### config.mk
export PLATFORM = sky130hd
export DESIGN_NAME = alu_seq_ctrl
export DESIGN_NICKNAME = d
export VERILOG_FILES = /design/src/rtl/alu_seq_ctrl.sv
export SDC_FILE = /design/constraint.sdc
export NUM_CORES = 1
export LEC_CHECK = 0
export BUFFER_PORTS_ARGS = -buffer_cell sky130_fd_sc_hd__buf_4
export CORE_ASPECT_RATIO = 1.4
export CORE_UTILIZATION = 41
export DETAILED_ROUTE_END_ITERATION = 10
export PLACE_DENSITY = 0.77
export RECOVER_POWER = 50
export SYNTH_ARGS = -nofsm -noshare
export SYNTH_HDL_FRONTEND = slang
export SYNTH_SLANG_ARGS = --single-unit
export TNS_END_PERCENT = 50
### constraint.sdc
create_clock -name clk -period 1.7 [get_ports clk]
set_input_delay 0 -clock clk [delete_from_list [all_inputs] [get_ports clk]]
set_output_delay 0 -clock clk [all_outputs]
set_load 0.05 [all_outputs]
### src/rtl/alu_seq_ctrl.sv
// Purpose : multi-cycle RV32I control sequencer for the register-file/ALU/data-memory datapath.
// Latency : handshake at T -> ALU ready T+4, lw ready T+5, branch ready T+3, illegal ready T+2.
// Backpressure: instr_ready is high only in IDLE; instr_valid is ignored while an instruction runs.
//
// Ports: clk/rst (async active-high) | instr_valid/instr/instr_ready accept one instruction
//        EQ from the datapath | RegWrite, ALUsrc, ALUctrl, immOp, Resultsrc, rs1, rs2, rd drive the datapath
//        pc_src/branch_off redirect fetch | retire/illegal status pulses | instret retired count
// Optional feature: define ALU_SEQ_PERF_CNT_EN to build the instret counter (otherwise tied to 0).
module alu_seq_ctrl #(
    parameter int DATA_WIDTH    = 32,
    parameter int ADDRESS_WIDTH = 5
) (
    input  logic                     clk,
    input  logic                     rst,
    input  logic                     instr_valid,
    input  logic [DATA_WIDTH-1:0]    instr,
    output logic                     instr_ready,
    input  logic                     EQ,
    output logic                     RegWrite,
    output logic                     ALUsrc,
    output logic [2:0]               ALUctrl,
    output logic [DATA_WIDTH-1:0]    immOp,
    output logic                     Resultsrc,
    output logic [ADDRESS_WIDTH-1:0] rs1,
    output logic [ADDRESS_WIDTH-1:0] rs2,
    output logic [ADDRESS_WIDTH-1:0] rd,
    output logic                     pc_src,
    output logic [DATA_WIDTH-1:0]    branch_off,
    output logic                     retire,
    output logic                     illegal,
    output logic [31:0]              instret
);

    typedef enum logic [2:0] {S_IDLE, S_DECODE, S_EXEC, S_MEM, S_WB} state_t;
    typedef enum logic [1:0] {K_ALU, K_LW, K_BR} kind_t;

    state_t r_state, w_next;

    // Registered instruction class and datapath fields, loaded on DECODE entry
    kind_t                  r_kind;
    logic                   r_bne;
    logic                   r_illegal;
    logic                   r_alusrc;
    logic [2:0]             r_aluctrl;
    logic [DATA_WIDTH-1:0]  r_imm;
    logic [DATA_WIDTH-1:0]  r_boff;
    logic                   r_resultsrc;
    logic [ADDRESS_WIDTH-1:0] r_rs1, r_rs2, r_rd;

    // Combinational decode of the offered instruction word
    logic [6:0] w_opcode, w_funct7;
    logic [2:0] w_funct3;
    logic       w_legal, w_src, w_bne, w_use_rs2, w_use_rd, w_use_imm;
    logic [2:0] w_alu;
    kind_t      w_kind;
    logic       w_accept;

    assign w_opcode = instr[6:0];
    assign w_funct3 = instr[14:12];
    assign w_funct7 = instr[31:25];
    assign w_accept = (r_state == S_IDLE) && instr_valid;

    always_comb begin
        w_legal   = 1'b0;
        w_kind    = K_ALU;
        w_alu     = 3'b000;
        w_src     = 1'b0;
        w_bne     = 1'b0;
        w_use_rs2 = 1'b0;
        w_use_rd  = 1'b0;
        w_use_imm = 1'b0;
        case (w_opcode)
            7'b0110011: begin
                w_use_rs2 = 1'b1;
                w_use_rd  = 1'b1;
                case ({w_funct7, w_funct3})
                    {7'h00, 3'b000}: begin w_legal = 1'b1; w_alu = 3'b000; end
                    {7'h20, 3'b000}: begin w_legal = 1'b1; w_alu = 3'b001; end
                    {7'h00, 3'b111}: begin w_legal = 1'b1; w_alu = 3'b010; end
                    {7'h00, 3'b110}: begin w_legal = 1'b1; w_alu = 3'b011; end
                    {7'h00, 3'b010}: begin w_legal = 1'b1; w_alu = 3'b101; end
                    default: ;
                endcase
            end
            7'b0010011: begin
                w_src     = 1'b1;
                w_use_rd  = 1'b1;
                w_use_imm = 1'b1;
                case (w_funct3)
                    3'b000: begin w_legal = 1'b1; w_alu = 3'b000; end
                    3'b111: begin w_legal = 1'b1; w_alu = 3'b010; end
                    3'b110: begin w_legal = 1'b1; w_alu = 3'b011; end
                    3'b010: begin w_legal = 1'b1; w_alu = 3'b101; end
                    default: ;
                endcase
            end
            7'b0000011: begin
                w_legal   = (w_funct3 == 3'b010);
                w_kind    = K_LW;
                w_src     = 1'b1;
                w_use_rd  = 1'b1;
                w_use_imm = 1'b1;
            end
            7'b1100011: begin
                w_legal   = (w_funct3 == 3'b000) || (w_funct3 == 3'b001);
                w_kind    = K_BR;
                w_alu     = 3'b001;
                w_use_rs2 = 1'b1;
                w_bne     = w_funct3[0];
            end
            default: ;
        endcase
    end

    // Fields are zeroed for illegal words so nothing stale reaches the datapath
    always_ff @(posedge clk or posedge rst) begin
        if (rst) begin
            r_kind      <= K_ALU;
            r_bne       <= 1'b0;
            r_illegal   <= 1'b0;
            r_alusrc    <= 1'b0;
            r_aluctrl   <= 3'b000;
            r_imm       <= '0;
            r_boff      <= '0;
            r_resultsrc <= 1'b0;
            r_rs1       <= '0;
            r_rs2       <= '0;
            r_rd        <= '0;
        end else if (w_accept) begin
            r_kind      <= w_kind;
            r_bne       <= w_legal && w_bne;
            r_illegal   <= !w_legal;
            r_alusrc    <= w_legal && w_src;
            r_aluctrl   <= w_legal ? w_alu : 3'b000;
            r_imm       <= (w_legal && w_use_imm) ? {{(DATA_WIDTH-12){instr[31]}}, instr[31:20]} : '0;
            r_boff      <= (w_legal && w_kind == K_BR) ?
                           {{(DATA_WIDTH-13){instr[31]}}, instr[31], instr[7], instr[30:25], instr[11:8], 1'b0} : '0;
            r_resultsrc <= w_legal && (w_kind == K_LW);
            r_rs1       <= w_legal ? ADDRESS_WIDTH'(instr[19:15]) : '0;
            r_rs2       <= (w_legal && w_use_rs2) ? ADDRESS_WIDTH'(instr[24:20]) : '0;
            r_rd        <= (w_legal && w_use_rd) ? ADDRESS_WIDTH'(instr[11:7]) : '0;
        end
    end

    always_ff @(posedge clk or posedge rst) begin
        if (rst) r_state <= S_IDLE;
        else     r_state <= w_next;
    end

    always_comb begin
        w_next      = r_state;
        instr_ready = 1'b0;
        RegWrite    = 1'b0;
        pc_src      = 1'b0;
        retire      = 1'b0;
        illegal     = 1'b0;
        case (r_state)
            S_IDLE: begin
                instr_ready = 1'b1;
                if (instr_valid) w_next = S_DECODE;
            end
            S_DECODE: begin
                illegal = r_illegal;
                w_next  = r_illegal ? S_IDLE : S_EXEC;
            end
            S_EXEC: begin
                if (r_kind == K_BR) begin
                    // bne takes the branch on inequality, beq on equality
                    pc_src = EQ ^ r_bne;
                    retire = 1'b1;
                    w_next = S_IDLE;
                end else if (r_kind == K_LW) begin
                    w_next = S_MEM;
                end else begin
                    w_next = S_WB;
                end
            end
            S_MEM: w_next = S_WB;
            S_WB: begin
                RegWrite = (r_rd != '0);
                retire   = 1'b1;
                w_next   = S_IDLE;
            end
            default: w_next = S_IDLE;
        endcase
    end

    assign ALUsrc     = r_alusrc;
    assign ALUctrl    = r_aluctrl;
    assign immOp      = r_imm;
    assign Resultsrc  = r_resultsrc;
    assign rs1        = r_rs1;
    assign rs2        = r_rs2;
    assign rd         = r_rd;
    assign branch_off = r_boff;

`ifdef ALU_SEQ_PERF_CNT_EN
    logic [31:0] r_instret;
    always_ff @(posedge clk or posedge rst) begin
        if (rst)         r_instret <= '0;
        else if (retire) r_instret <= r_instret + 32'd1;
    end
    assign instret = r_instret;
`else
    assign instret = 32'd0;
`endif

endmodule

==> results.toml <==
[placed_design]
port_buffers = 123
place_ws_ns = 0.0962
dpl.hpwl_um = 5080
gp_congestion = 0.902
place_area_um2 = 3530

[floorplan]
die-area_um2 = 7340
pin_count = 157
die-height_um = 101
die_w_um = 72.7
start_util_pct = 43.1
row_count = 35
core_um2 = 6660

[routing]
via_per_inst = 4.71
drc = 0
dr.first_iter.drc_count = 135
routedWlPerCell_um = 14.4
postRouteWirelength_um = 7240
antenna_left = 0
drt-pass1-iter-count = 4
num_vias = 2370

[layout]
layout.nets = 448
fin_util_pct = 55.9
fin_area_um2 = 3720
syn2layout_area_growth_pct = 29.6
drive_gt1_share_pct = 28.2
antennaDiodeCount = 0

[clock_tree]
clk_pin_slew_ns = 0.10
htree_levels = 2
cts_sinks = 51
root_buffer = "clkbuf_8"
cts_buffer_depth = 2
clk-insertion-delay-late_ns = 0.31
cts_tree = "built"
numCtsBuffers = 5

[grt]
grt-ovfl-total = 0
grt_usage_pct = 20.3
grt_max_degree = 30
grt_antenna_before_repair = 0
grt_pass1_vias = 2256
grt_pass1_wl_um = 11500

[run]
maxCapViolations = 0

[sta]
final_hold_viol_count = 0
layout_min_cycle_time_ns = 1.61
final_max_slew_viol_count = 0
max_freq_ghz = 0.622
clock_skew_ns = 0.0108
setup_violations = 0
tightest_slew_ns = 1.07
relSlewSlack_pct = 28.3
tns_ns = 0
fin_ws_ns = 0.0913
fin_crit_sh_pct = 94.6

[worst_setup_path]
criticalPathCategory = "reg2reg"
worstPathArrival_ns = 1.85
cpPeakStageDelay_ns = 0.44
critPathLaunchType = "flip-flop"
cp_slowest_cell = "dfrtp_2"
worstPathMaxFanout = 6
required_ns = 1.94
crit_chain = "nor4b_4 -> nand2_2 -> a311oi_4 -> buf_4 -> a22o_1"
crit_path_end_kind = "flip-flop"

[power_and_ir_drop]
leakagePower_nw = 1.78
irDropWorstVdd_uv = 500
power-per-cell-area_nw_per_um2 = 657

[synthesis]
syn_area_um2 = 2870
ys_warn_count = 0
synth_cell_types = 42
synth.avg_cell_area_um2 = 9.70
ys_ff_latch = 51
synth-seq-area-share_pct = 44.5
synthCells = 296

[outcome]
outcome = "completed"

[min_path]
hold_class = "in2reg"
==> repair_timing <==
action	4_1_cts	5_1_grt
endpoints found under the setup margin	0	3
hold endpoints to repair	68	0
setup buffers	0	0
resized for setup	0	1
hold buffers	25	0
==> metrics by stage <==
step | instances | power (mW) | hold slack (ns)
after floorplan | 328 | 1.61 | 0.127
after global placement | 470 | 1.67 | 0.0982
after detailed placement | 470 | 1.68 | 0.117
after CTS | 503 | 2.47 | 0.0140
after global routing | 503 | 2.56 | 0.0265
final | 503 | 2.44 | 0.0350
==> synthesized netlist by cell type <==
| cell type | count | share of area [%] |
|---|---|---|
| inv_1 | 3 | 0.39 |
| o211ai_1 | 1 | 0.26 |
| nand3b_1 | 2 | 0.52 |
| buf_4 | 72 | 19 |
| o21ai_1 | 23 | 4.0 |
| buf_6 | 3 | 1.2 |
| o2111ai_1 | 1 | 0.31 |
| nor2_4 | 1 | 0.39 |
| xor2_1 | 1 | 0.31 |
| nand2b_1 | 2 | 0.44 |
| a22o_1 | 16 | 4.9 |
| or3b_2 | 1 | 0.31 |
| a21o_1 | 2 | 0.52 |
| o21ai_2 | 1 | 0.31 |
| and3_1 | 1 | 0.22 |
| dfrtp_1 | 51 | 44 |
| nand4_1 | 2 | 0.44 |
| nor4b_4 | 1 | 0.83 |
| nor2b_1 | 2 | 0.44 |
| a32o_1 | 6 | 2.1 |
| a21oi_1 | 4 | 0.70 |
| o22ai_1 | 1 | 0.22 |
| nand2_2 | 1 | 0.22 |
| nor3b_1 | 1 | 0.26 |
| nor4_1 | 1 | 0.22 |
| a311oi_4 | 1 | 0.92 |
| ha_1 | 2 | 0.87 |
| mux2i_1 | 2 | 0.70 |
| conb_1 | 1 | 0.13 |
| nand2_1 | 38 | 5.0 |
| o21ai_0 | 3 | 0.52 |
| and4_1 | 1 | 0.31 |
| nor2_1 | 6 | 0.78 |
| buf_2 | 8 | 1.4 |
| a211oi_2 | 1 | 0.44 |
| xnor2_1 | 1 | 0.31 |
| mux2_2 | 1 | 0.39 |
| a211oi_1 | 1 | 0.26 |
| and4bb_2 | 1 | 0.44 |
| nand3_1 | 15 | 2.6 |
| clkbuf_1 | 5 | 0.65 |
| nor3_1 | 9 | 1.6 |
==> registers in the layout, summed over array words and instances (netlist names), 2 cells and up <==
name        flops
r_state         3
rs1             5
ALUctrl         3
r_kind          2
branch_off     12
rs2             5
immOp          12
rd              5
==> worst paths after layout <==
check	startpoint	endpoint	slack, ns	cells past startpoint
worst max-delay path	r_state[2]	branch_off[2]	0.09	5
worst min-delay path	instr_valid	r_state[0]	0.03	3
worst max register to register	r_state[2]	branch_off[2]	0.09	5
worst min register to register	ALUctrl[0]	ALUctrl[0]	0.49	2
max in group asynchronous	rst	r_state[2]	0.30	4
min in group asynchronous	rst	immOp[0]	0.53	3
==> cell families (layout without fill, tap and decap cells) <==
kind of cell               count (synthesis)  after routing  synth area share, %
AOI/OAI and AO/OA                         61             61                 15.4
xor gates and xnor gates                   2              2                0.610
adders and majority gates                  2              2                0.872
buffers and inverters                     91            174                 22.4
DFF                                       51             51                 44.5
muxes                                      3              3                 1.09
other                                      1             33                0.131
and+or+nand+nor                           85             85                 15.0
==> metal layers <==
| metal | wire length, um | GRT usage, % | part of all wire, % |
|---|---|---|---|
| met5 | 0 | 0 | 0 |
| met4 | 101 | 6.94 | 1.4 |
| met3 | 371 | 3.20 | 5.1 |
| met2 | 3810 | 36.6 | 53 |
| met1 | 2960 | 24.2 | 41 |
==> critical path, delay by kind of cell, from the launching register on <==
family / cells / cell delay (ns)
compound gates: 2 / 0.42
buf+inv: 1 / 0.19
flops: 1 / 0.44
simple gates: 2 / 0.49
==> report_power, final <==
group	switching (mW)	leakage (nW)	internal (mW)
combinational	0.339	1.02	0.140
sequential	0.00561	0.704	1.22
clock	0.438	0.0502	0.306
total	0.782	1.78	1.66
==> placed cells by master (no fill, tap or decap), drive strengths merged, types with 4 or more instances in the layout <==
| cell | n |
|---|---|
| nor2 | 7 |
| a21oi | 4 |
| o21ai | 27 |
| inv | 4 |
| nor3 | 9 |
| nand3 | 15 |
| nand2 | 39 |
| dlygate4sd3 | 25 |
| a22o | 16 |
| conb | 33 |
| a32o | 6 |
| clkbuf | 49 |
| buf | 94 |
| dfrtp | 51 |
==> cell type report <==
type | instances | area [um^2]
inverters | 3 | 11.3
multi-input cells | 186 | 1090
clock inverters | 3 | 28.8
clock buffers | 5 | 68.8
flip-flops and latches | 51 | 1280
fillers | 647 | 2940
well taps | 92 | 115
repair buffers | 163 | 1130
Power figures use the tool's default switching activity.
